==> src/rtl/demux_pkg.sv <==
// ============================================================================
// Module : demux_pkg
// Shared types and helpers for the 1-to-N stream demultiplexer.
// Rev    : 1.0  initial release
// ============================================================================
`default_nettype none

package demux_pkg;

  typedef enum logic [0:0] {
    IDLE   = 1'b0,
    LOCKED = 1'b1
  } state_t;

  // Select width for N channels, never narrower than one bit.
  function automatic int clog2_min1(input int n);
    int r;
    r = 0;
    for (int i = 0; i < 31; i++) begin
      if ((1 << i) < n) begin
        r = i + 1;
      end
    end
    return (r < 1) ? 1 : r;
  endfunction

endpackage

`default_nettype wire

==> src/rtl/demux_out_slot.sv <==
// ============================================================================
// Module : demux_out_slot
// One-entry output register slice with valid/ready handshake.
// Rev    : 1.0  initial release
// ============================================================================
`default_nettype none

module demux_out_slot #(
  parameter int DATA_W = 8
) (
  input  logic              clk,
  input  logic              rst_n,
  input  logic              load,
  input  logic [DATA_W-1:0] load_data,
  input  logic              load_last,
  input  logic              ready,
  output logic              valid,
  output logic [DATA_W-1:0] data,
  output logic              last
);

  logic              r_valid;
  logic [DATA_W-1:0] r_data;
  logic              r_last;

  // A load takes priority over a drain so back-to-back beats leave no bubble.
  always_ff @(posedge clk or negedge rst_n) begin
    if (!rst_n) begin
      r_valid <= 1'b0;
      r_data  <= '0;
      r_last  <= 1'b0;
    end else if (load) begin
      r_valid <= 1'b1;
      r_data  <= load_data;
      r_last  <= load_last;
    end else if (r_valid && ready) begin
      r_valid <= 1'b0;
    end
  end

  assign valid = r_valid;
  assign data  = r_data;
  assign last  = r_last;

endmodule

`default_nettype wire

==> src/rtl/demux_stream_n.sv <==
// ============================================================================
// Module : demux_stream_n
// 1-to-NUM_OUT stream demux; destination locked per packet, registered outputs.
// Rev    : 1.0  initial release
// ============================================================================
`default_nettype none

module demux_stream_n
  import demux_pkg::*;
#(
  parameter  int DATA_W  = 8,
  parameter  int NUM_OUT = 4,
  parameter  int CNT_W   = 16,
  localparam int SEL_W   = clog2_min1(NUM_OUT)
) (
  input  logic                      clk,
  input  logic                      rst_n,
  input  logic [DATA_W-1:0]         in_data,
  input  logic [SEL_W-1:0]          in_sel,
  input  logic                      in_last,
  input  logic                      in_valid,
  output logic                      in_ready,
  output logic [NUM_OUT*DATA_W-1:0] out_data,
  output logic [NUM_OUT-1:0]        out_last,
  output logic [NUM_OUT-1:0]        out_valid,
  input  logic [NUM_OUT-1:0]        out_ready,
  output logic [CNT_W-1:0]          drop_cnt
);

  state_t             r_state;
  state_t             w_next_state;
  logic [SEL_W-1:0]   r_locked_sel;
  logic [SEL_W-1:0]   w_tgt;
  logic               w_tgt_ok;
  logic               w_capture_sel;
  logic               w_in_ready;
  logic               w_accept;
  logic               w_drop;
  logic [NUM_OUT-1:0] w_load;
  logic [CNT_W-1:0]   r_drop_cnt;

  // State register
  always_ff @(posedge clk or negedge rst_n) begin
    if (!rst_n) begin
      r_state      <= IDLE;
      r_locked_sel <= '0;
    end else begin
      r_state <= w_next_state;
      if (w_capture_sel) begin
        r_locked_sel <= in_sel;
      end
    end
  end

  // Next-state logic
  always_comb begin
    w_next_state = r_state;
    case (r_state)
      IDLE:    if (w_accept && !in_last) w_next_state = LOCKED;
      LOCKED:  if (w_accept && in_last)  w_next_state = IDLE;
      default: w_next_state = IDLE;
    endcase
  end

  // FSM outputs: the effective target and when to latch it
  always_comb begin
    w_tgt         = in_sel;
    w_capture_sel = 1'b0;
    case (r_state)
      IDLE: begin
        w_tgt         = in_sel;
        w_capture_sel = w_accept && !in_last;
      end
      LOCKED: begin
        w_tgt = r_locked_sel;
      end
      default: begin
        w_tgt = in_sel;
      end
    endcase
  end

  assign w_tgt_ok = (int'(w_tgt) < NUM_OUT);

  // Out-of-range targets fall through the loop and keep ready high so they drain.
  always_comb begin
    w_in_ready = 1'b1;
    for (int k = 0; k < NUM_OUT; k++) begin
      if (w_tgt == SEL_W'(k)) begin
        w_in_ready = !out_valid[k] || out_ready[k];
      end
    end
  end

  assign in_ready = w_in_ready;
  assign w_accept = in_valid && w_in_ready;
  assign w_drop   = w_accept && !w_tgt_ok;

  for (genvar k = 0; k < NUM_OUT; k++) begin : g_slot
    assign w_load[k] = w_accept && (w_tgt == SEL_W'(k));

    demux_out_slot #(
      .DATA_W (DATA_W)
    ) u_slot (
      .clk       (clk),
      .rst_n     (rst_n),
      .load      (w_load[k]),
      .load_data (in_data),
      .load_last (in_last),
      .ready     (out_ready[k]),
      .valid     (out_valid[k]),
      .data      (out_data[k*DATA_W +: DATA_W]),
      .last      (out_last[k])
    );
  end

  always_ff @(posedge clk or negedge rst_n) begin
    if (!rst_n) begin
      r_drop_cnt <= '0;
    end else if (w_drop && (r_drop_cnt != {CNT_W{1'b1}})) begin
      r_drop_cnt <= r_drop_cnt + CNT_W'(1);
    end
  end

  assign drop_cnt = r_drop_cnt;

endmodule

`default_nettype wire

==> config.mk <==
export PLATFORM = sky130hd
export DESIGN_NAME = demux_stream_n
export DESIGN_NICKNAME = d
export VERILOG_FILES = /design/src/rtl/demux_pkg.sv /design/src/rtl/demux_out_slot.sv /design/src/rtl/demux_stream_n.sv
export SDC_FILE = /design/constraint.sdc
export NUM_CORES = 1
export LEC_CHECK = 0
export ABC_AREA = 1
export BUFFER_PORTS_ARGS = -buffer_cell sky130_fd_sc_hd__buf_2
export CAP_MARGIN = 10
export CORE_MARGIN = 2
export CORE_UTILIZATION = 35
export DETAILED_ROUTE_END_ITERATION = 10
export GPL_ROUTABILITY_DRIVEN = 0
export PLACE_DENSITY = 0.59
export SETUP_SLACK_MARGIN = 0.05
export SLEW_MARGIN = 10
export SYNTH_ARGS = -nofsm -noshare
export SYNTH_HDL_FRONTEND = slang
export SYNTH_SLANG_ARGS = --single-unit
==> constraint.sdc <==
create_clock -name clk -period 1.4 [get_ports clk]
set_input_delay 0.07 -clock clk [delete_from_list [all_inputs] [get_ports clk]]
set_output_delay 0.07 -clock clk [all_outputs]
set_load 0.005 [all_outputs]
==> results.txt, run 1 <==
The path type of the worst min-delay path was input port to flop. The worst setup skew after layout is 0.00790 ns, and the height of the die is 80.8 microns. After synthesis, flip-flops and latches occupy 52.1% of the total area. The finished layout holds 369 standard cells, fillers aside. The max-capacitance violation count was 0; the aggregate global-route resource usage was 19.2%. Dividing the detail-routed via count by the number of cells gives 4.82. The cell sitting at the root of the clock tree is a sky130_fd_sc_hd__clkbuf_8. The tools report the total count of max-transition violations in the final report as 0.

The worst setup path is of the flop to output port kind. The final layout contains 314 nets. Post-route DRC violation count: 0.

Global routing consumed, on the met1 layer, 27.0% of the routing resources. The area share of the leading cell type in the synthesized netlist is 52.1%. The worst-path maximum fanout was 5; the maximum resistive drop on vdd was 0.781 mV. The core region is 5610 sq um. For the finished layout, the period the worst path requires is 1.72 ns.

The pin count of the biggest net entering global routing came out at 26. The flow ran to the end, but the final reports show violations. The number of different library cells used by synthesis comes to 20.

TritonCTS built the clock tree. Yosys mapped a number of flops with a built-in enable equal to 0. For the worst-skew pair, the clock arrives at the later sink with an insertion delay of 0.29 ns. The number of buffers inserted by port buffering was 58. The achievable clock frequency was 581 MHz. The most critical setup path has its endpoint at in_ready.

The commonest cells after synthesis are sky130_fd_sc_hd__nand2_1 (47), sky130_fd_sc_hd__dfrtp_1 (43), sky130_fd_sc_hd__o21ai_1 (33), sky130_fd_sc_hd__buf_4 (24), sky130_fd_sc_hd__inv_1 (18). The repair_antennas step left the layout with diodes totalling 0. Setup violations remaining at the end of the flow were counted as 44. Data on the critical path is required at its endpoint by 1.33 ns.

The number of cells on the worst reg-to-reg path is 10. STA classifies the critical path startpoint as a flop. Summed over all layers, the routed wires come to 6020 microns. The worst pin sits at a relative slew slack of 45.3%.

Of all flip-flops after synthesis, the portion carrying an async set or reset was 100%. The logs give 52.8% for the utilization after layout and 0 for the number of endpoints with negative hold slack in the final report. For the met2 track demand over resource, the log shows 29.6%.

By area the synthesized netlist is led by sky130_fd_sc_hd__dfrtp_1 (52%), sky130_fd_sc_hd__buf_4 (8.7%), sky130_fd_sc_hd__nand2_1 (8.5%). In this run the remaining antenna-violating nets after routing total 0. In this run, CTS created clock tree buffers numbering 5. The first global-routing pass estimated 9170 microns of wire.

The area of the mapped netlist is 2060 sq um, and the setup TNS after final layout is -12.21 ns. The final instance area was 2960 sq um. Commonest register cell after synthesis: sky130_fd_sc_hd__dfrtp_1. The tools report the smallest setup slack after layout as -0.322 ns. Cell with the most instances after synthesis: sky130_fd_sc_hd__nand2_1.

After legalization and detailed placement, the total HPWL measured 3210 microns. The nature of the critical path endpoint is an output port. From left edge to right edge, the die measures 80.8 microns.

For this block, the via count after detailed routing is 1779. In this run the cell area measured after placement is 2350 sq um. The clock passes through at most 2 buffers. For the worst setup path, the data arrival time is 1.65 ns. The initial core utilization was 36.8%; the placement row count was 27. The via count of the first global-routing pass is 1702, and the number of placed cells counting well taps is 331. Setup repair after global routing could not meet its margin everywhere.

The final total power was 6.08 mW; the clock net sink count was 43. The area growth from synthesis to layout was 43.4%; the average footprint of a synthesized cell was 9.78 sq um. In this run the register-to-register setup slack is -0.31 ns. The ratio of cells with drive above 1 in the final layout works out to 50.8%. In this run the critical register-to-register path is captured at g_slot[0].u_slot.data[1].

The tools report the number of antenna violations at the first check in global routing as 0. The run gives 4.22% as the routing usage on met3. In this run the number of H-tree levels came out at 2. The leakage power summed over all cells is 1.45 nW, and the length of the first detailed-routing pass in iterations is 4. The floorplan step defined a die boundary enclosing 6530 sq um. In the finished design, the share of the clock period the worst path needs comes to 123%. The total congestion overflow was 0; the post-CTS clock slew at the launch and capture registers of the worst setup and hold paths was 0.08 ns.

During I/O placement, the number of pins put on the boundary was 75. At the pin with the least slew margin, the transition time is 0.821 ns. The layer with the highest usage after global routing was met2.

The number of storage elements in the synthesis netlist is 43, and the number of cells produced by synthesis is 211. The count of routing violations after the opening detailed-route iteration is 111, and the routed length per instance is 16.3 microns. For this run, the number of Yosys warnings is 0. The most area-hungry cell type in the Yosys netlist was sky130_fd_sc_hd__dfrtp_1.

Power per standard cell area: 2060 nW/um^2. The final reports fail on setup timing.
==> state kept, by name (all words and copies together), names as in the netlist, named ones only <==
register	cells
g_slot.u_slot.last	4
r_locked_sel	2
g_slot.u_slot.valid	4
g_slot.u_slot.data	32
==> per-layer routing <==
layer	vias to the layer above	wire length [microns]
met5	-	0
met4	0	95
met3	6	384
met2	74	2860
met1	856	2680
li1	843	-
==> worst max-delay path: stages, from the launching register on <==
cell and delay (ns):
sky130_fd_sc_hd__dfrtp_1 0.44, sky130_fd_sc_hd__inv_2 0.10, sky130_fd_sc_hd__nand2_2 0.10, sky130_fd_sc_hd__nand2_4 0.08, sky130_fd_sc_hd__o21ai_4 0.19, sky130_fd_sc_hd__nand3_4 0.14, sky130_fd_sc_hd__nand2_4 0.12, sky130_fd_sc_hd__buf_6 0.10
sky130_fd_sc_hd__buf_6 0.08
==> placed cells by master (no fill, tap or decap), drive strengths merged <==
cell / synthesis / routed
clkbuf: 0 / 6
inv: 19 / 19
clkinv: 0 / 1
bufinv: 0 / 1
nor2: 9 / 9
o21ai: 43 / 43
dfrtp: 43 / 43
nand3: 9 / 21
conb: 1 / 16
nand2: 54 / 55
nand4: 4 / 4
dlygate4sd3: 0 / 4
buf: 29 / 75
==> cell families after synthesis <==
family	synth area share, %
buffers and inverters	14.6
and+or+nand+nor	21.0
other	0.182
AOI/OAI and AO/OA	12.1
DFF	52.1
==> power breakdown <==
group	leakage, nW	switching [mW]	internal (mW)
clock	0.0612	0.415	0.577
combinational	0.848	1.64	1.29
sequential	0.538	0.362	1.80
==> cell type report <==
| class | instances | area, sq um |
|---|---|---|
| Sequential cell | 43 | 1080 |
| Timing Repair Buffer | 79 | 503 |
| Fill cell | 532 | 2650 |
| Clock buffer | 6 | 82.6 |
| Multi-Input combinational cell | 148 | 1100 |
| Inverter | 19 | 71.3 |
| Tap cell | 72 | 90.1 |
| Clock inverter | 2 | 35.0 |
==> per-stage QoR <==
step / hold WS (ns) / setup WS [ns]
floorplan: -0.226 / -0.0335
CTS: 0.000696 / -0.274
finish: 0.00708 / -0.322
detailed placement: 0.0460 / -0.206
global placement: 0.0434 / -0.113
global route: 0.0181 / -0.407
==> how the worst min path moves through the flow <==
stage | from | to | cells past startpoint
after floorplan | rst_n | async pin | 0
after global placement | rst_n | g_slot[0].u_slot.data[5] | 1
after detailed placement | rst_n | g_slot[0].u_slot.data[5] | 1
after CTS | out_ready[3] | g_slot[3].u_slot.valid | 2
after global routing | out_ready[3] | g_slot[3].u_slot.valid | 2
final | out_ready[3] | g_slot[3].u_slot.valid | 2
==> repair_timing <==
action                                  in CTS  in global routing
endpoints found under the setup margin      44                 44
pin swaps                                    7                 15
hold endpoints to repair                    21                  0
buffers inserted                            10                  3
hold buffers                                 4                  0
resized for setup                           29                 25
cloned                                      12                  1
(Power assumes the default switching activity.)
==> run 2: changes to the inputs <==
--- a/config.mk
+++ b/config.mk
@@ -8,11 +8,13 @@
 export ABC_AREA = 1
 export BUFFER_PORTS_ARGS = -buffer_cell sky130_fd_sc_hd__buf_2
 export CAP_MARGIN = 10
+export CELL_PAD_IN_SITES_DETAIL_PLACEMENT = 1
+export CELL_PAD_IN_SITES_GLOBAL_PLACEMENT = 1
 export CORE_MARGIN = 2
-export CORE_UTILIZATION = 35
+export CORE_UTILIZATION = 33
 export DETAILED_ROUTE_END_ITERATION = 10
 export GPL_ROUTABILITY_DRIVEN = 0
-export PLACE_DENSITY = 0.59
+export PLACE_DENSITY = 0.73
 export SETUP_SLACK_MARGIN = 0.05
 export SLEW_MARGIN = 10
 export SYNTH_ARGS = -nofsm -noshare
==> results.txt, run 2 (synthesized netlist as in run 1, its figures left out) <==
The share of the clock period used by the worst path is 115% (-8.2 points). Leaving out fill and tap cells, the most frequent cell in the layout is sky130_fd_sc_hd__buf_2. Pin count of the biggest net entering global routing: 44 (+69%).

Setup repair after global routing could not meet its margin everywhere. The worst-path maximum fanout is 5 (unchanged), and the final instance count without filler cells is 362 (-1.9%). The smallest setup slack after layout was -0.207 ns (+0.115 ns); the remaining max-slew budget at the tightest pin was 54.9% (+9.6 points). The wire length of the first global-routing pass was 9430 microns (+2.8%); the count of routing violations after the opening detailed-route iteration was 44 (-60%).

The slew of the pin with the lowest slew margin is 0.676 ns (-0.145 ns). The worst path required time came out at 1.33 ns (about the same). The tools report the worst setup skew after layout as 0.00712 ns (-0.000780 ns). The library cells used most frequently in the layout, excluding fill and tap cells, are sky130_fd_sc_hd__buf_2 (57), sky130_fd_sc_hd__dfrtp_1 (42), sky130_fd_sc_hd__nand2_1 (29), sky130_fd_sc_hd__o21ai_1 (29).

The routed length per instance is 15.6 microns (-4.4%), and the clock power share is 13.0% (-3.3 points). TritonCTS built the clock tree. The flip-flop count of the largest register, all copies and words added came out at 32 (unchanged).

The run gives 5990 sq um (+6.8%) as the area of the core. For the count of antenna diodes in the layout, the log shows 0 (unchanged). The run gives 0 (unchanged) as the total count of max-transition violations in the final report. The net total in the final layout is 306 (-2.5%).

The run gives 75 (unchanged) as the number of top-level pins. The clock period minus worst slack is 1.61 ns (-0.115 ns), and the clock insertion delay at the later pin of the skew report is 0.29 ns (about the same). The run gives 3.31 mW (-10%) as the internal power. The run finished, with violations left.

The tightest hold margin is 0.0261 ns (+0.0190 ns), and the die area is 6900 sq um (+5.8%). For the number of antenna violations at the first check in global routing, the log shows 0 (unchanged). The leakage power summed over all cells was 1.39 nW (-4.1%). Traced cell by cell, the critical path runs through inv_4 > nand2_4 > nand2_8 > nand3_4 > nand3_4 > nand2_8 > buf_6 > buf_6. The combinational group share of total power came out at 47.9% (-0.2 points).

The tools report the achievable clock frequency as 622 MHz (+7.2%). For this design, the slowest cell found on the critical path is sky130_fd_sc_hd__dfrtp_2. The tree is rooted in a sky130_fd_sc_hd__clkbuf_8. The logs give 44 (unchanged) for the setup violation total in the final timing report and 4 (unchanged) for the length of the first detailed-routing pass in iterations. The height of the die is 83.1 microns (+2.8%).

The number of buffers inserted by port buffering was 58 (unchanged). Startpoint type of the worst setup path: a flop. The stage delay of the slowest cell on the critical path is 0.45 ns (about the same), and the post-route DRC violation count is 0 (unchanged).

The number of endpoints with negative hold slack in the final report was 0 (unchanged); the ratio of cells with drive above 1 in the final layout was 47.7% (-3.1 points). The number of levels the H-tree was split into was 2 (unchanged). The detailed-route via count was 1701 (-4.4%); the average vias per placed instance was 4.70 (-2.5%). The run gives 0.757 mV (-3.0%) as the maximum resistive drop on vdd. The HPWL after detailed placement is 3540 microns (+10%), and the number of buffers created by CTS is 5 (unchanged). Nature of the critical path endpoint: an output port.

The min-delay analysis places its worst path in the category input port to flop. Final antenna-violating net count: 0 (unchanged). The area growth from synthesis to layout was 36.1%. The run gives 0 (unchanged) as the total congestion overflow.

The logs give 2 (unchanged) for the maximum root-to-sink buffer count and 1777 (+4.4%) for the via count of the first global-routing pass. Net switching fraction of the power: 40.2% (+0.58 points). Number of buffer and inverter instances along the worst setup path: 3 (unchanged). The run gives -5.51 ns (+6.70 ns) as the setup TNS after final layout. The tools report the aggregate routed wire length as 5640 microns (-6.2%). Family with the most delay on the worst path: simple AND/OR/NAND/NOR gates.

The placement row count was 28 (+3.7%); the aggregate global-route resource usage was 17.1% (-2.1 points). The run gives 34.5% (-2.4 points) as the initial core utilization. The power per standard cell area is 1970 nW/um^2 (-4.2%). Max-capacitance violation count: 0 (unchanged). The data arrival time at the worst-slack endpoint came out at 1.54 ns (-0.11 ns). The post-CTS clock slew at the launch and capture registers of the worst setup and hold paths is 0.08 ns (about the same). The tools report the total net switching power as 2.23 mW (-7.8%). The checks that failed: setup timing.

Critical path start-end classification: flop to output port. Clock net sink count: 43 (unchanged). The part of the power in registers was 39.2% (+3.7 points). The number of placed cells counting well taps is 337 (+1.8%). The chip width was 83.1 microns (+2.8%).
## run 2: final timing paths
kind                                          start                       end  slack [ns]  cells after the start
hold / removal                         out_ready[3]    g_slot[3].u_slot.valid        0.03                      2
setup / recovery                               flop                  in_ready       -0.21                      8
hold reg to reg            g_slot[1].u_slot.data[4]  g_slot[1].u_slot.data[4]        0.49                      2
setup reg to reg                               flop  g_slot[3].u_slot.data[4]       -0.18                     10
max in group asynchronous                     rst_n                 async pin        0.60                      3
min in group asynchronous                     rst_n  g_slot[0].u_slot.data[2]        0.38                      3
## run 2: metrics by stage
step           power, mW  worst slack, ns  area [sq um]  util, %
2_1_floorplan       3.48          -0.0335          2160        -
3_3_place_gp        4.13           -0.110          2360     39.5
3_5_place_dp        4.21           -0.172          2360     39.5
4_1_cts             5.44           -0.259          2730     45.5
5_1_grt             5.95           -0.276          2810     46.9
6_report            5.53           -0.207          2810     46.9
## run 2: power groups by stage
stage / clock (mW) / sequential (mW) / combinational, mW
finish: 0.717 / 2.17 / 2.65
global route: 0.781 / 2.24 / 2.92
CTS: 0.735 / 2.13 / 2.57
detailed placement: 0 / 2.14 / 2.07
global placement: 0 / 2.13 / 2.00
floorplan: 0 / 2.13 / 1.34
## run 2: area by class of cell
cell class	instances	area (sq um)
flip-flops and latches	43	1080
clock buffers	6	72.6
repair buffers	75	454
well taps	75	93.8
multi-input cells	144	1040
fillers	698	3180
inverters	19	73.8
## run 2: worst reg2reg max path: cells and delay by family (launching register included)
kind                   cells  cell delay (ns)
AO/OA/AOI/OAI              2             0.23
buffers and inverters      2             0.24
flip-flops                 1             0.43
AND/OR/NAND/NOR            6             0.56
## run 2: repair_timing
action / in CTS / in global routing
endpoints found under the hold margin: 46 / 0
setup endpoints to repair: 44 / 44
pin swaps: 6 / 5
setup buffers: 4 / 2
resized for setup: 25 / 21
hold buffers: 4 / 0
gates cloned: 9 / 0
## run 2: routing by layer
| metal | share of wire [%] | GRT usage, % | wire length, microns | vias up |
|---|---|---|---|---|
| met5 | 0 | 0 | 0 | - |
| met4 | 0.78 | 3.58 | 44 | 0 |
| met3 | 6.3 | 4.47 | 353 | 5 |
| met2 | 50 | 29.1 | 2830 | 46 |
| met1 | 43 | 21.8 | 2420 | 838 |
| li1 | - | - | - | 812 |
==> run 3: changes to the inputs <==
==> constraint.sdc (replaced) <==
create_clock -name clk -period 1.4 [get_ports clk]
set_input_delay 0.21 -clock clk [delete_from_list [all_inputs] [get_ports clk]]
set_output_delay 0.21 -clock clk [all_outputs]
set_load 0.005 [all_outputs]
==> results.txt, run 3 (synthesized netlist as in run 1, its figures left out) <==
The net switching fraction of the power was 39.2% (-1.1 points). The cell family contributing the most delay on the critical path is flip-flops. The number of antenna violations at the first check in global routing is 0 (unchanged), and the number of buffer and inverter instances along the worst setup path is 3 (unchanged). The ratio of cells with drive above 1 in the final layout was 40.2% (-7.5 points); the number of gates on the worst path with buffers counted was 8 (unchanged). The count of cells along the worst hold path came out at 2 (unchanged). For the number of levels the H-tree was split into, the log shows 2 (unchanged).

The chip width is 83.1 microns (unchanged), and the leakage power summed over all cells is 1.35 nW (-2.7%). For the area of the core, the log shows 5990 sq um (unchanged). The library cells used most frequently in the layout, excluding fill and tap cells, are sky130_fd_sc_hd__buf_2 (57), sky130_fd_sc_hd__nand2_1 (45), sky130_fd_sc_hd__dfrtp_1 (42).

Master of the slowest instance on the critical path: sky130_fd_sc_hd__dfrtp_2. The height of the die works out to 83.1 microns (unchanged). The tools report the maximum resistive drop on vdd as 0.980 mV (+29%). The startpoint type of the worst setup path is a flop. For the via count of the first global-routing pass, the log shows 1629 (-8.3%). The length of the first detailed-routing pass in iterations was 4 (unchanged); the total net switching power was 2.05 mW (-7.8%). Relative to the synthesized area, the layout overhead comes to 27.5%. The HPWL after detailed placement came out at 3750 microns (+5.9%). The worst-path maximum fanout was 5 (unchanged); the clock period minus worst slack was 1.73 ns (+0.124 ns).

The wire length of the first global-routing pass was 8530 microns (-9.5%); the number of filler instances in the final layout was 710 (+1.7%). The stage delay of the slowest cell on the critical path is 0.46 ns (about the same). The tools report the worst path required time as 1.19 ns (-0.14 ns).

The critical path start-end classification was flop to output port. Root buffer cell: sky130_fd_sc_hd__clkbuf_8. The count of cells along the worst register-to-register path was 9 (-1); the average vias per placed instance was 4.63 (-1.4%).

The net total in the final layout is 298 (-2.6%), and the total count of max-transition violations in the final report is 0 (unchanged). For the maximum root-to-sink buffer count, the log shows 2 (unchanged). The power per standard cell area is 1990 nW/um^2 (+1.1%).

The run finished, with violations left. The post-route DRC violation count is 0 (unchanged), and the aggregate global-route resource usage is 15.4% (-1.7 points). Critical path endpoint: in_ready.

The post-CTS clock slew at the launch and capture registers of the worst setup and hold paths was 0.08 ns (about the same). The tools report the clock power share as 14.5% (+1.5 points). Traced cell by cell, the critical path runs through inv_4 > nand2_2 > nand2_4 > nand3_4 > nand3_4 > nand2_8 > buf_6 > buf_6. The tools report the tightest hold margin as 0.0956 ns (+0.0695 ns). The placement row count was 28 (unchanged). The combinational group share of total power was 44.8% (-3.1 points); the number of buffers created by CTS was 5 (unchanged).

The clock insertion delay at the later pin of the skew report came out at 0.29 ns (about the same). The tools report the count of antenna diodes in the layout as 0 (unchanged). The logs give 44 (unchanged) for the setup violation total in the final timing report and 5340 microns (-5.3%) for the aggregate routed wire length. The setup TNS after final layout is -10.87 ns (-5.36 ns), and the clock net sink count is 43 (unchanged). For the total congestion overflow, the log shows 0 (unchanged). The flip-flop count of the largest register, all copies and words added works out to 32 (unchanged). The most common cell after layout, fill and taps aside was sky130_fd_sc_hd__buf_2. The share of the clock period used by the worst path was 124% (+8.8 points); the routed length per instance was 15.0 microns (-3.7%).

Setup repair after global routing could not meet its margin everywhere. The logs give 1649 (-3.1%) for the detailed-route via count and -0.330 ns (-0.124 ns) for the smallest setup slack after layout. The logs give 92 (+110%) for the count of routing violations after the opening detailed-route iteration and -0.28 ns (-0.10 ns) for the register-to-register setup slack.

The die area is 6900 sq um (unchanged), and the internal power is 3.18 mW (-3.7%). The worst setup skew after layout was 0.00468 ns (-0.00244 ns). Achievable clock frequency: 578 MHz (-7.1%).

The number of buffers inserted by port buffering came out at 58 (unchanged). For the number of top-level pins, the log shows 75 (unchanged). The tools report the data arrival time at the worst-slack endpoint as 1.52 ns (-0.02 ns).

In this run the critical register-to-register path is captured at g_slot[2].u_slot.data[7]. For the final antenna-violating net count, the log shows 0 (unchanged). The max-capacitance violation count was 0 (unchanged).

For the pin count of the biggest net entering global routing, the log shows 30 (-32%). The path type of the worst min-delay path is input port to flop. In this run the most critical hold path is launched from out_ready[1]. STA classifies the critical path endpoint as an output port. TritonCTS built the clock tree. The run gives 34.5% (unchanged) as the initial core utilization. The number of endpoints with negative hold slack in the final report came out at 0 (unchanged). The tools report the part of the power in registers as 40.7% (+1.5 points).

The final reports fail on setup timing.
## run 3: power by group through the flow
stage	combinational (mW)	clock, mW	sequential, mW
2_1_floorplan	1.34	0	2.13
3_3_place_gp	2.01	0	2.13
3_5_place_dp	2.10	0	2.14
4_1_cts	2.22	0.787	2.12
5_1_grt	2.65	0.843	2.20
6_report	2.35	0.758	2.13
## run 3: metrics by stage
| stage | std cells | instance area [sq um] | total power [mW] | setup WS, ns | utilization, % |
|---|---|---|---|---|---|
| finish | 356 | 2630 | 5.24 | -0.330 | 43.9 |
| global placement | 338 | 2380 | 4.14 | -0.110 | 39.8 |
| detailed placement | 338 | 2380 | 4.23 | -0.194 | 39.8 |
| floorplan | 226 | 2160 | 3.48 | -0.0335 | - |
| CTS | 351 | 2530 | 5.13 | -0.382 | 42.3 |
| global route | 356 | 2630 | 5.69 | -0.421 | 43.9 |
## run 3: layer usage
layer  wire [microns]  up-vias  GRT usage, %
li1                 -      791             -
met3              351        7          4.67
met1             2330      803          19.6
met2             2600       48          25.4
met4               59        0          4.02
met5                0        -             0
## run 3: final cells by class
type                    count  area [sq um]  area share (%)
well taps                  75          93.8            3.57
flip-flops and latches     43          1080            40.9
clock buffers               7          76.3            2.90
inverters                  19          73.8            2.81
repair buffers             72           424            16.1
multi-input cells         139           881            33.5
clock inverters             1          5.00           0.190
## run 3: worst min path at each step
| stage | endpoint | slack [ns] |
|---|---|---|
| detailed placement | g_slot[3].u_slot.data[5] | 0.15 |
| CTS | g_slot[1].u_slot.valid | 0.08 |
| finish | g_slot[1].u_slot.valid | 0.1 |
| global route | g_slot[1].u_slot.valid | 0.1 |
| floorplan | async pin | -0.09 |
| global placement | g_slot[3].u_slot.data[5] | 0.14 |
## run 3: timing repair
| item | in CTS | in global routing |
|---|---|---|
| cloned | 1 | 3 |
| resized for setup | 5 | 12 |
| hold buffers | 1 | 0 |
| hold endpoints to repair | 14 | 0 |
| endpoints found under the setup margin | 44 | 44 |
| pin swaps | 4 | 4 |
| setup buffers | 3 | 2 |
